**config.mk**
```make
export PLATFORM = sky130hd
export DESIGN_NAME = ex_div
export DESIGN_NICKNAME = d
export VERILOG_FILES = /design/src/rtl/ex_div.sv
export SDC_FILE = /design/constraint.sdc
export NUM_CORES = 1
export LEC_CHECK = 0
export ABC_AREA = 1
export CAP_MARGIN = 0
export CORE_AREA = 5 5 214 216
export DETAILED_ROUTE_END_ITERATION = 12
export DIE_AREA = 0 0 219 221
export GPL_ROUTABILITY_DRIVEN = 0
export GPL_TIMING_DRIVEN = 0
export HOLD_SLACK_MARGIN = 0.1
export SETUP_SLACK_MARGIN = 0.2
export SKIP_CTS_REPAIR_TIMING = 1
export SLEW_MARGIN = 0
export SYNTH_ARGS = -nofsm -noshare
export SYNTH_HDL_FRONTEND = slang
export SYNTH_SLANG_ARGS = --single-unit
```
**constraint.sdc**
```tcl
create_clock -name clk -period 6.9 [get_ports clk]
set_input_delay 1.38 -clock clk [delete_from_list [all_inputs] [get_ports clk]]
set_output_delay 1.38 -clock clk [all_outputs]
set_load 0.005 [all_outputs]
```
**src/rtl/ex_div.sv**
```systemverilog
// Radix-2 restoring DIV/DIVU for EX; returns {remainder, quotient} and holds EX via stallreq_o until ready.
// Latency DATA_W+1 cycles (2 on divide-by-zero; 1 when DIV_EARLY_OUT_EN is defined and |divisor| > |dividend|).
module ex_div #(
    parameter int DATA_W = 32,
    parameter int CNT_W  = 6
) (
    input  logic                clk,
    input  logic                resetn,
    input  logic                signed_div_i,
    input  logic [DATA_W-1:0]   opdata1_i,
    input  logic [DATA_W-1:0]   opdata2_i,
    input  logic                start_i,
    input  logic                annul_i,
    output logic [2*DATA_W-1:0] result_o,
    output logic                ready_o,
    output logic                stallreq_o
);
    typedef enum logic [1:0] {FREE, BYZERO, ON, END} state_t;

    state_t              state;
    logic [CNT_W-1:0]    cnt;
    logic [2*DATA_W:0]   work;
    logic [2*DATA_W:0]   work_nxt;
    logic [DATA_W-1:0]   divisor;
    logic                neg_q;
    logic                neg_r;
    logic [DATA_W:0]     diff;
    logic [DATA_W-1:0]   a_abs;
    logic [DATA_W-1:0]   b_abs;
    logic [DATA_W-1:0]   quo;
    logic [DATA_W-1:0]   rem;
    logic                early;

    assign a_abs = (signed_div_i && opdata1_i[DATA_W-1]) ? -opdata1_i : opdata1_i;
    assign b_abs = (signed_div_i && opdata2_i[DATA_W-1]) ? -opdata2_i : opdata2_i;

`ifdef DIV_EARLY_OUT_EN
    assign early = (b_abs > a_abs);
`else
    assign early = 1'b0;
`endif

    // Partial remainder sits in work[2W:W+1]; a failed trial subtract leaves bit W set in diff.
    assign diff     = work[2*DATA_W:DATA_W] - {1'b0, divisor};
    assign work_nxt = diff[DATA_W] ? {work[2*DATA_W-1:0], 1'b0}
                                   : {diff[DATA_W-1:0], work[DATA_W-1:0], 1'b1};
    assign quo = neg_q ? -work_nxt[DATA_W-1:0] : work_nxt[DATA_W-1:0];
    assign rem = neg_r ? -work_nxt[2*DATA_W:DATA_W+1] : work_nxt[2*DATA_W:DATA_W+1];

    assign stallreq_o = start_i & ~ready_o;

    always_ff @(posedge clk) begin
        if (resetn) begin
            state    <= FREE;
            cnt      <= '0;
            work     <= '0;
            divisor  <= '0;
            neg_q    <= 1'b0;
            neg_r    <= 1'b0;
            result_o <= '0;
            ready_o  <= 1'b0;
        end else begin
            case (state)
                FREE: begin
                    if (start_i && !annul_i) begin
                        if (opdata2_i == '0) begin
                            state <= BYZERO;
                        end else if (early) begin
                            result_o <= {opdata1_i, {DATA_W{1'b0}}};
                            ready_o  <= 1'b1;
                            state    <= END;
                        end else begin
                            work    <= {{DATA_W{1'b0}}, a_abs, 1'b0};
                            divisor <= b_abs;
                            neg_r   <= signed_div_i & opdata1_i[DATA_W-1];
                            neg_q   <= signed_div_i & (opdata1_i[DATA_W-1] ^ opdata2_i[DATA_W-1]);
                            cnt     <= '0;
                            state   <= ON;
                        end
                    end
                end
                BYZERO: begin
                    if (annul_i) begin
                        state <= FREE;
                    end else begin
                        result_o <= '0;
                        ready_o  <= 1'b1;
                        state    <= END;
                    end
                end
                ON: begin
                    if (annul_i) begin
                        cnt   <= '0;
                        state <= FREE;
                    end else begin
                        work <= work_nxt;
                        cnt  <= cnt + CNT_W'(1);
                        if (cnt == CNT_W'(DATA_W-1)) begin
                            result_o <= {rem, quo};
                            ready_o  <= 1'b1;
                            state    <= END;
                        end
                    end
                end
                END: begin
                    if (!start_i) begin
                        result_o <= '0;
                        ready_o  <= 1'b0;
                        state    <= FREE;
                    end
                end
                default: state <= FREE;
            endcase
        end
    end
endmodule

```
# Yosys cells after proc, flatten, opt, wreduce, memory -nomap -nowiden
# Cells that the tools add are included.
# classes
add_sub_neg,6
eq_ne,11
mux,30
bitwise,7
reduce_logical,12
# ops
operator,n
$mux W65,4
$mux W64,4
$pmux W64 S3,1
$pmux W65 S2,1
$mux W32,4
$neg A32 Y32,4
$sub A33 B32 Y33,1
$logic_not A32 Y1,1
$mux W6,3
$mux W2,6
$ne A2 B2 Y1 const B,6
$pmux W6 S2,1
$reduce_and A3 Y1,3
$pmux W2 S4,1
$add A6 B1 Y6 const B,1
$eq A6 B5 Y1 const B,1
$reduce_and A5 Y1,1
$eq A2 B2 Y1 const B,2
$mux W1,4
$reduce_and A4 Y1,1
$and A1 B1 Y1,3
$logic_and A1 B1 Y1,3
$ne A3 B3 Y1 const B,1
$not A1 Y1,3
6 further kinds,6
# word_totals
reg_bits,172
word_cells,74

# Longest topological paths before layout
# Gate-level depths: netlist of the first run.
# logic_depth
depth_word,7
ltp_mapped,29
mapped_depth_nobuf,27

# Least setup slack after synthesis of the first run
# No wires, ideal clock.
# synth_timing
path_type,register to register
from,register work[32]
to,register result_o[30]
arrival_ps,4022
required_ps,6768
path_slack_ps,2745
path_stages_with_launch,29
synth_period_minus_slack_ps,4155
path_cell_list,dfxtp_1 -> inv_1 -> ha_1 -> inv_1 -> fa_1 -> nand2_1 -> nand2_1 -> nand3_1 -> nand2_1 -> nand2_1 -> nand2_1 -> nand2_4 -> nand3_2 -> nand2_2 -> buf_6 -> buf_2 -> ha_1 -> nand3_1 -> nor3_1 -> nand3_1 -> nor3_1 -> nand4_1 -> nand3b_1 -> nor3_1 -> nand2_1 -> o21ai_0 -> a21oi_1 -> o21ai_0 -> a21oi_1
# synth_via
elab_chain_len,7
# synth_rtl
element,line_no,rtl
from (decl),22,logic [2*DATA_W:0] work;
from (signal assigned),73,"work <= {{DATA_W{1'b0}}, a_abs, 1'b0};"
from (signal assigned),96,work <= work_nxt;
$sub A33 B32 Y33,44,"assign diff = work[2*DATA_W:DATA_W] - {1'b0, divisor};"
$mux W65,45,"assign work_nxt = diff[DATA_W] ? {work[2*DATA_W-1:0], 1'b0}"
$neg A32 Y32,47,assign quo = neg_q ? -work_nxt[DATA_W-1:0] : work_nxt[DATA_W-1:0];
$mux W32,47,
$mux W64,98,if (cnt == CNT_W'(DATA_W-1)) begin
$mux W64,92,if (annul_i) begin
$pmux W64 S3,63,case (state)
to (signal assigned),69,"result_o <= {opdata1_i, {DATA_W{1'b0}}};"
to (signal assigned),99,"result_o <= {rem, quo};"
to (decl),14,"output logic [2*DATA_W-1:0] result_o,"
# No other way between the ends. The select of a mux whose other input is x is not followed.
# A chain may end at the register's enable or synchronous reset.

# Final worst setup path of the first run
# Same ends and word-level chain as after synthesis.

==> run summary, run 1 <==
Status - complete, no violations
Die width - 219 um
Mapped Avg Cell Area - 5.969 um2
Final worst setup slack - 1587 ps
Ys async rst share - 0
GR Overflow Total - 0
Worst hold start - result_o[62]$_SDFFE_PP0P_
Routed WL per cell - 16.12 um
Crit share post-route - 0.7701
Leak pwr - 0.007053 uW
Synth Cell Area - 12900 um2
Post-route design area - 15550 um2
1st-pass router iterations - 5
Reg area - 3443 um2
First-pass GRT wire length - 72830 um
Setup crit start - work[32]$_SDFFE_PP0P_
H-tree depth - 4
Vias per inst - 4.938
Final setup fails - 0
HPWL Detailed - 39020 um
Seq/Total Area, Yosys - 0.2670
Initial Util - 0.2949
I/O pin total - 135
Mapped Cells - 2161
Top FF cell, synth - dfxtp_1
Clock buffer depth - 2
Nets - 2424
Internal power - 2444 uW
Clock sink count - 172
Chip height - 221 um
Place WS - 1674 ps
Number of synthesized register bits - 172
Critical-path top delay cell - fa_1
Type of the most critical hold path - flop to flop
Vias in the first global route - 13267
Syn Nets - 2272
Sw Pwr - 2315 uW
DRC Markers - 0
Share of cells above drive strength 1 - 0.04428
Setup CP Type - flop to flop
Synthesis-to-finish area growth - 20.57%
Area post-placement - 14970 um2
Critical Path RT - 7200 ps
Post-layout min period - 5313 ps
Crit path buf inv count - 4
Initial antenna violation count - 0
Critical R2R Launch - work[32]$_SDFFE_PP0P_
Top cells by area, synth - dfxtp_1 (27%), nand2_1 (21%), a21oi_1 (7.9%)
Clock slew at reported path FFs - 70 ps
Core ar. - 43740 um2
Placed insts - 2886
CTS Root Cell - clkbuf_16
Seq pwr share - 0.268
Slew Viols, Final - 0
Setup crit end kind - flop
Worst-path maximum fanout - 10
Max frequency - 188.2 MHz
Switching Fraction - 0.4863
Fill count - 4841
Input/output buffers - 133
Slew HR - 0.4787
Most frequent cells in the layout - nand2_1 (713), inv_1 (244), a21oi_1 (204)
R2R Setup Slk - 1590 ps
Least-Margin Pin Slew - 782.0 ps
Setup TNS - 0 ps
Drt first-iter violations - 1389
Max Cap Viol - 0
Maximum VDD drop - 0.1901 mV
Largest net degree at the start of global routing - 17
Final Hold Viols - 0
Final core utilization - 0.3556
EDFF count, synth - 0
Remaining antenna violation count - 0
All-layer global routing usage - 0.1880
Cell family with most CP delay - simple AND/OR/NAND/NOR gates
N_diodes - 0
Clk Latency, worst-skew pair - 440 ps
CP max stage delay - 450 ps
Warnings, synthesis - 0
Crit path launch type - flop
Most used cell, CP - nand2_1
Arrival time of the worst setup path - 5620 ps
# rows - 77
Cell accounting for the most synthesized area - dfxtp_1
Cell Pwr Density - 306.0 nW/um2
Die area - 48400 um2
Number of CTS-inserted buffers - 17
Logic gate share of total power - 0.527
Share of the synthesized area in the top cell type - 0.2670
Unrepaired setup endpoints after global routing - false
TritonCTS clock tree - yes
Most common cell after layout, fill and taps aside - nand2_1
WL final - 47050 um
Multi-input gate area - 8154 um2
Clock power frac - 0.205
Routed vias - 14408
Worst Skew - 11.35 ps
Finished Layout Cells - 2918
Cell variety after synth - 47
routing by layer:
| metal | routed length [um] | up-vias | global-route usage | part of all wire |
|---|---|---|---|---|
| met5 | 0 | - | 0 | 0 |
| li1 | - | 7239 | - | - |
| met1 | 22040 | 6600 | 0.2629 | 0.47 |
| met4 | 1163 | 0 | 0.05166 | 0.025 |
| met2 | 21140 | 504 | 0.3057 | 0.45 |
| met3 | 2708 | 65 | 0.02283 | 0.058 |
power groups by stage:
stage / Sequential, uW / Clock (uW) / Combinational (uW)
after CTS: 1270 / 985 / 2470
after global placement: 1290 / 0 / 2440
after floorplan: 1250 / 0 / 1740
final: 1280 / 976 / 2510
after detailed placement: 1300 / 0 / 2450
after global routing: 1300 / 1020 / 2790
flip-flops by register name, indices dropped and copies added (netlist names):
name,count
work,65
neg_q,1
neg_r,1
cnt,6
divisor,32
state,2
ready_o,1
result_o,64
tightest hold or removal path, stage by stage (launching register included):
cell and delay (ps):
dfxtp_1 310, nand2_1 60, a21oi_1 50
final timing paths:
| check | endpoint | depth (start not counted) |
|---|---|---|
| max reg2reg | result_o[30]$_SDFFE_PP0P_ | 28 |
| min reg2reg | result_o[62]$_SDFFE_PP0P_ | 2 |
| max | result_o[30]$_SDFFE_PP0P_ | 28 |
| min | result_o[62]$_SDFFE_PP0P_ | 2 |
through the flow:
step	hold slack [ps]	power [uW]
3_5_place_dp	454.7	3746
5_1_grt	482.7	5113
3_3_place_gp	456.5	3727
6_report	466.6	4759
2_1_floorplan	430.1	2985
4_1_cts	464.4	4725
synth_stat cells (2+ instances only):
cell type and count:
clkinv_1 3, o21ai_1 7, buf_1 8, nand3b_1 10
buf_4 3, nor2_2 4, o211ai_1 7, nand3_1 124
o21bai_1 7, nor4_1 11, or2_2 8, o31ai_1 5
nor2_4 5, buf_6 3, nand4_1 28, nand3_2 2
nor2_1 190, inv_1 244, nor3_2 3, inv_2 8
a211oi_1 18, xnor2_1 28, nor3_1 22, nand3_4 2
buf_2 8, nand2_4 4, nand2_1 713, xor2_1 54
a221oi_1 2, a31oi_1 6, and2_1 3, a21oi_2 2
ha_1 41, clkbuf_1 58, o21ai_0 117, a21oi_1 204
nand2_2 16, a21o_1 3, dfxtp_1 172
cell families after synthesis:
kind of cell,Yosys count,synth area share
AND/OR/NAND/NOR,1149,0.3770
XOR/XNOR,82,0.05568
adder cells (fa/ha/maj),42,0.04132
buffers and inverters,335,0.1009
flip-flops,172,0.2670
AO/OA/AOI/OAI,381,0.1582
layout make-up:
class                   instances  share of cell area
clock inverters                12            0.008045
multi-input cells            1654              0.5243
inverters                     255             0.06154
plain buffers                  80             0.02212
flip-flops and latches        172              0.2214
clock buffers                  20             0.02936
repair buffers                133             0.08560
well taps                     592             0.04763
No activity file was read; power rests on OpenSTA's default activity.
==> run 2, diff against run 1 <==
==> constraint.sdc (replaced) <==
create_clock -name clk -period 5.5 [get_ports clk]
set_input_delay 1.1 -clock clk [delete_from_list [all_inputs] [get_ports clk]]
set_output_delay 1.1 -clock clk [all_outputs]
set_load 0.005 [all_outputs]
==> run summary, run 2 (same netlist as run 1, synthesis figures left out) <==
Share of cells above drive strength 1 - 0.04514
Slew Viols, Final - 0
Critical R2R Launch - work[32]$_SDFFE_PP0P_
Most used cell, CP - nand2_1
Routed vias - 14340
Sw Pwr - 2918 uW
# rows - 77
Crit path buf inv count - 4
Cell family with most CP delay - simple AND/OR/NAND/NOR gates
WL final - 47050 um
Largest register FFs - 65
Final setup fails - 0
Clock buffer depth - 2
Switching Fraction - 0.4872
Drt first-iter violations - 1331
All-layer global routing usage - 0.1880
Clock slew at reported path FFs - 70 ps
Unrepaired setup endpoints after global routing - false
Post-layout min period - 4905 ps
Clock sink count - 172
R2R Path End - result_o[30]$_SDFFE_PP0P_
Reg2Reg Depth - 28
Max Cap Viol - 0
Reg with most FFs - work
Hold path cells - 2
H-tree depth - 4
1st-pass router iterations - 5
Chip height - 221 um
R2R Setup Slk - 590 ps
Critical Path RT - 5800 ps
Initial antenna violation count - 0
Final Hold Viols - 0
First-pass GRT wire length - 72830 um
Setup TNS - 0 ps
DRC Markers - 0
Seq pwr share - 0.268
Crit path to - result_o[30]$_SDFFE_PP0P_
Most frequent cells in the layout - nand2_1 (713), inv_1 (244), a21oi_1 (204)
Type of the most critical hold path - flop to flop
Clock power frac - 0.204
Final worst setup slack - 594.9 ps
Number of CTS-inserted buffers - 17
N_diodes - 0
Nets - 2424
Most common cell after layout, fill and taps aside - nand2_1
Max frequency - 203.9 MHz
Largest net degree at the start of global routing - 17
Biggest regs - work: 65 flops, result_o: 64 flops, divisor: 32 flops
Critical-path top delay cell - fa_1
Setup crit start - work[32]$_SDFFE_PP0P_
I/O pin total - 135
Die area - 48400 um2
Logic gate share of total power - 0.528
Initial Util - 0.2949
Stages on worst setup path - 28
Input/output buffers - 133
Synthesis-to-finish area growth - 20.72%
Worst-path maximum fanout - 10
Remaining antenna violation count - 0
Cell Pwr Density - 384.6 nW/um2
Status - complete, no violations
Worst Skew - 12.38 ps
TritonCTS clock tree - yes
Routed WL per cell - 16.12 um
Crit path launch type - flop
Final core utilization - 0.3560
Core ar. - 43740 um2
HPWL Detailed - 39020 um
Vias in the first global route - 13267
Crit share post-route - 0.8918
CP max stage delay - 450 ps
Vias per inst - 4.914
CTS Root Cell - clkbuf_16
Place WS - 274.1 ps
Slew HR - 0.4931
Arrival time of the worst setup path - 5210 ps
Maximum VDD drop - 0.2398 mV
Least-Margin Pin Slew - 760.4 ps
Die width - 219 um
Fill count - 4837
Leak pwr - 0.007059 uW
GR Overflow Total - 0
Setup crit end kind - flop
Setup CP Type - flop to flop
Clk Latency, worst-skew pair - 440 ps
Internal power - 3071 uW
run 2: cell count changes in the layout (fill, tap and decap cells not counted):
cell and delta:
nor3_1 -2, buf_2 -1, clkbuf_4 +1, nor3_2 +1, nor3_4 +1
run 2: worst min path at each step:
stage                                    startpoint  slack, ps                   endpoint
after detailed placement   result_o[8]$_SDFFE_PP0P_        450   result_o[8]$_SDFFE_PP0P_
after global routing      result_o[25]$_SDFFE_PP0P_        480  result_o[25]$_SDFFE_PP0P_
after CTS                  result_o[8]$_SDFFE_PP0P_        460   result_o[8]$_SDFFE_PP0P_
after floorplan            divisor[11]$_SDFFE_PP0P_        430   divisor[11]$_SDFFE_PP0P_
final                     result_o[62]$_SDFFE_PP0P_        470  result_o[62]$_SDFFE_PP0P_
after global placement     result_o[8]$_SDFFE_PP0P_        460   result_o[8]$_SDFFE_PP0P_
run 2: final cells by class:
class / instances / area (um2) / share of cell area
inverters: 255 / 957.2 / 0.06147
plain buffers: 80 / 346.6 / 0.02226
flip-flops and latches: 172 / 3443 / 0.2211
clock buffers: 20 / 456.7 / 0.02933
well taps: 592 / 740.7 / 0.04757
repair buffers: 133 / 1331 / 0.08550
multi-input cells: 1654 / 8170 / 0.5247
clock inverters: 12 / 125.1 / 0.008035
run 2: power by group through the flow:
stage	Sequential [uW]	Combinational [uW]	Clock, uW
after CTS	1600	3090	1240
after floorplan	1570	2180	0
final	1600	3160	1220
after detailed placement	1620	3070	0
after global routing	1630	3520	1290
after global placement	1620	3060	0
run 2: through the flow:
step	hold WS, ps	instance area, um2	cells	power (uW)
after floorplan	430.1	12900	2161	3744
after global placement	456.5	14970	2886	4676
after detailed placement	454.7	14970	2886	4700
after CTS	464.4	15550	2918	5927
after global routing	482.7	15570	2918	6432
final	466.5	15570	2918	5988
run 2: worst reg2reg max path: cells and delay by family (launching register included):
family | cells | cell delay [ps]
adders and majority gates | 3 | 830
buffers and inverters | 4 | 590
and+or+nand+nor | 17 | 2530
AOI/OAI and AO/OA | 4 | 460
DFF | 1 | 360
run 2: per-layer routing:
metal | up-vias | global-route usage | wire (um)
li1 | 7235 | - | -
met3 | 62 | 0.02283 | 2688
met1 | 6555 | 0.2629 | 21990
met4 | 0 | 0.05166 | 1140
met5 | - | 0 | 0
met2 | 488 | 0.3057 | 21230
==> run 3, diff against run 2 <==
--- a/config.mk
+++ b/config.mk
@@ -6,10 +6,11 @@
 export NUM_CORES = 1
 export LEC_CHECK = 0
 export ABC_AREA = 1
+export ABC_CLOCK_PERIOD_IN_PS = 5500
 export CAP_MARGIN = 0
-export CORE_AREA = 5 5 214 216
+export CORE_AREA = 5 5 204 206
 export DETAILED_ROUTE_END_ITERATION = 12
-export DIE_AREA = 0 0 219 221
+export DIE_AREA = 0 0 209 211
 export GPL_ROUTABILITY_DRIVEN = 0
 export GPL_TIMING_DRIVEN = 0
 export HOLD_SLACK_MARGIN = 0.1
==> run summary, run 3 (same netlist as run 1, synthesis figures left out) <==
Status - complete, no violations
Least-Margin Pin Slew - 795.2 ps
Worst-path maximum fanout - 10
# rows - 73
Most frequent cells in the layout - nand2_1 (713), inv_1 (244), a21oi_1 (204)
Setup crit start - work[32]$_SDFFE_PP0P_
Critical Path RT - 5820 ps
R2R Path End - result_o[30]$_SDFFE_PP0P_
Cell Pwr Density - 386.3 nW/um2
Post-layout min period - 4943 ps
Initial Util - 0.3269
Slew HR - 0.4699
Arrival time of the worst setup path - 5260 ps
Routed vias - 14460
Nets - 2424
Synthesis-to-finish area growth - 19.91%
Crit share post-route - 0.8988
N_diodes - 0
Remaining antenna violation count - 0
Worst Skew - 10.79 ps
Largest net degree at the start of global routing - 17
Most common cell after layout, fill and taps aside - nand2_1
Core ar. - 39460 um2
Leak pwr - 0.007062 uW
Most used cell, CP - nand2_1
Reg with most FFs - work
Reg2Reg Depth - 28
Chip height - 211 um
Die width - 209 um
Clock slew at reported path FFs - 70 ps
Worst hold margin - 464.8 ps
Setup CP Type - flop to flop
Worst hold start - result_o[59]$_SDFFE_PP0P_
I/O pin total - 135
Number of CTS-inserted buffers - 17
CTS Root Cell - clkbuf_16
H-tree depth - 4
Max Cap Viol - 0
Critical-path top delay cell - fa_1
Vias per inst - 5.072
Setup crit end kind - flop
R2R Setup Slk - 560 ps
DRC Markers - 0
Fill count - 4335
Slew Viols, Final - 0
Setup TNS - 0 ps
Final setup fails - 0
All-layer global routing usage - 0.2060
Vias in the first global route - 13305
TritonCTS clock tree - yes
Unrepaired setup endpoints after global routing - false
CP max stage delay - 460 ps
Biggest regs - work: 65 flops, result_o: 64 flops, divisor: 32 flops
Die area - 44100 um2
Routed WL per cell - 16.56 um
1st-pass router iterations - 5
Crit path to - result_o[30]$_SDFFE_PP0P_
Clock buffer depth - 2
Initial antenna violation count - 0
Clock sink count - 172
HPWL Detailed - 38610 um
Critical R2R Launch - work[32]$_SDFFE_PP0P_
Share of cells above drive strength 1 - 0.04557
Maximum VDD drop - 0.2384 mV
Crit path launch type - flop
WL final - 47200 um
GR Overflow Total - 0
First-pass GRT wire length - 72910 um
Clk Latency, worst-skew pair - 450 ps
Max frequency - 202.3 MHz
Final Hold Viols - 0
Input/output buffers - 133
Type of the most critical hold path - flop to flop
Drt first-iter violations - 1165
Largest register FFs - 65
-- run 3: worst min path at each step --
| stage | endpoint | slack, ps | depth (start not counted) |
|---|---|---|---|
| global placement | result_o[62]$_SDFFE_PP0P_ | 450 | 2 |
| global route | result_o[43]$_SDFFE_PP0P_ | 490 | 2 |
| CTS | result_o[59]$_SDFFE_PP0P_ | 470 | 2 |
| finish | result_o[59]$_SDFFE_PP0P_ | 460 | 2 |
| floorplan | divisor[11]$_SDFFE_PP0P_ | 430 | 2 |
| detailed placement | result_o[59]$_SDFFE_PP0P_ | 460 | 2 |
-- run 3: final cells by class --
type | count | area (um2) | area share
Sequential cell | 172 | 3443 | 0.2226
Clock buffer | 17 | 425.4 | 0.02750
Clock inverter | 15 | 142.6 | 0.009222
Multi-Input combinational cell | 1654 | 8164 | 0.5278
Inverter | 255 | 957.2 | 0.06188
Tap cell | 525 | 656.9 | 0.04247
Buffer | 80 | 346.6 | 0.02241
Timing Repair Buffer | 133 | 1331 | 0.08607
-- run 3: critical path, delay by kind of cell, from the launching register on --
family	cells	cell delay (ps)
adder cells (fa/ha/maj)	3	830
AO/OA/AOI/OAI	4	420
AND/OR/NAND/NOR	17	2610
buffers and inverters	4	590
flip-flops	1	370
-- run 3: where the power goes --
group | total (uW) | internal (uW) | leakage [uW] | switching (uW)
sequential | 1610 | 1430 | 0.00140 | 182
combinational | 3160 | 983 | 0.00539 | 2180
clock | 1210 | 633 | 0.000279 | 575
-- run 3: stage by stage --
step	worst slack (ps)	total power [uW]	utilization	cell area, um2	std cells
after floorplan	1345	3744	-	12900	2161
after global placement	365.5	4670	0.3773	14890	2819
after global routing	216.2	6413	0.3920	15470	2851
final	556.5	5975	0.3920	15470	2851
after detailed placement	301.2	4704	0.3773	14890	2819
after CTS	260.5	5912	0.3917	15450	2851
-- run 3: metal layers --
| layer | GRT usage | vias to the layer above | part of all wire |
|---|---|---|---|
| met3 | 0.03000 | 42 | 0.062 |
| met4 | 0.04118 | 0 | 0.014 |
| met5 | 0 | - | 0 |
| met1 | 0.2901 | 6681 | 0.47 |
| li1 | - | 7243 | - |
| met2 | 0.3388 | 494 | 0.45 |
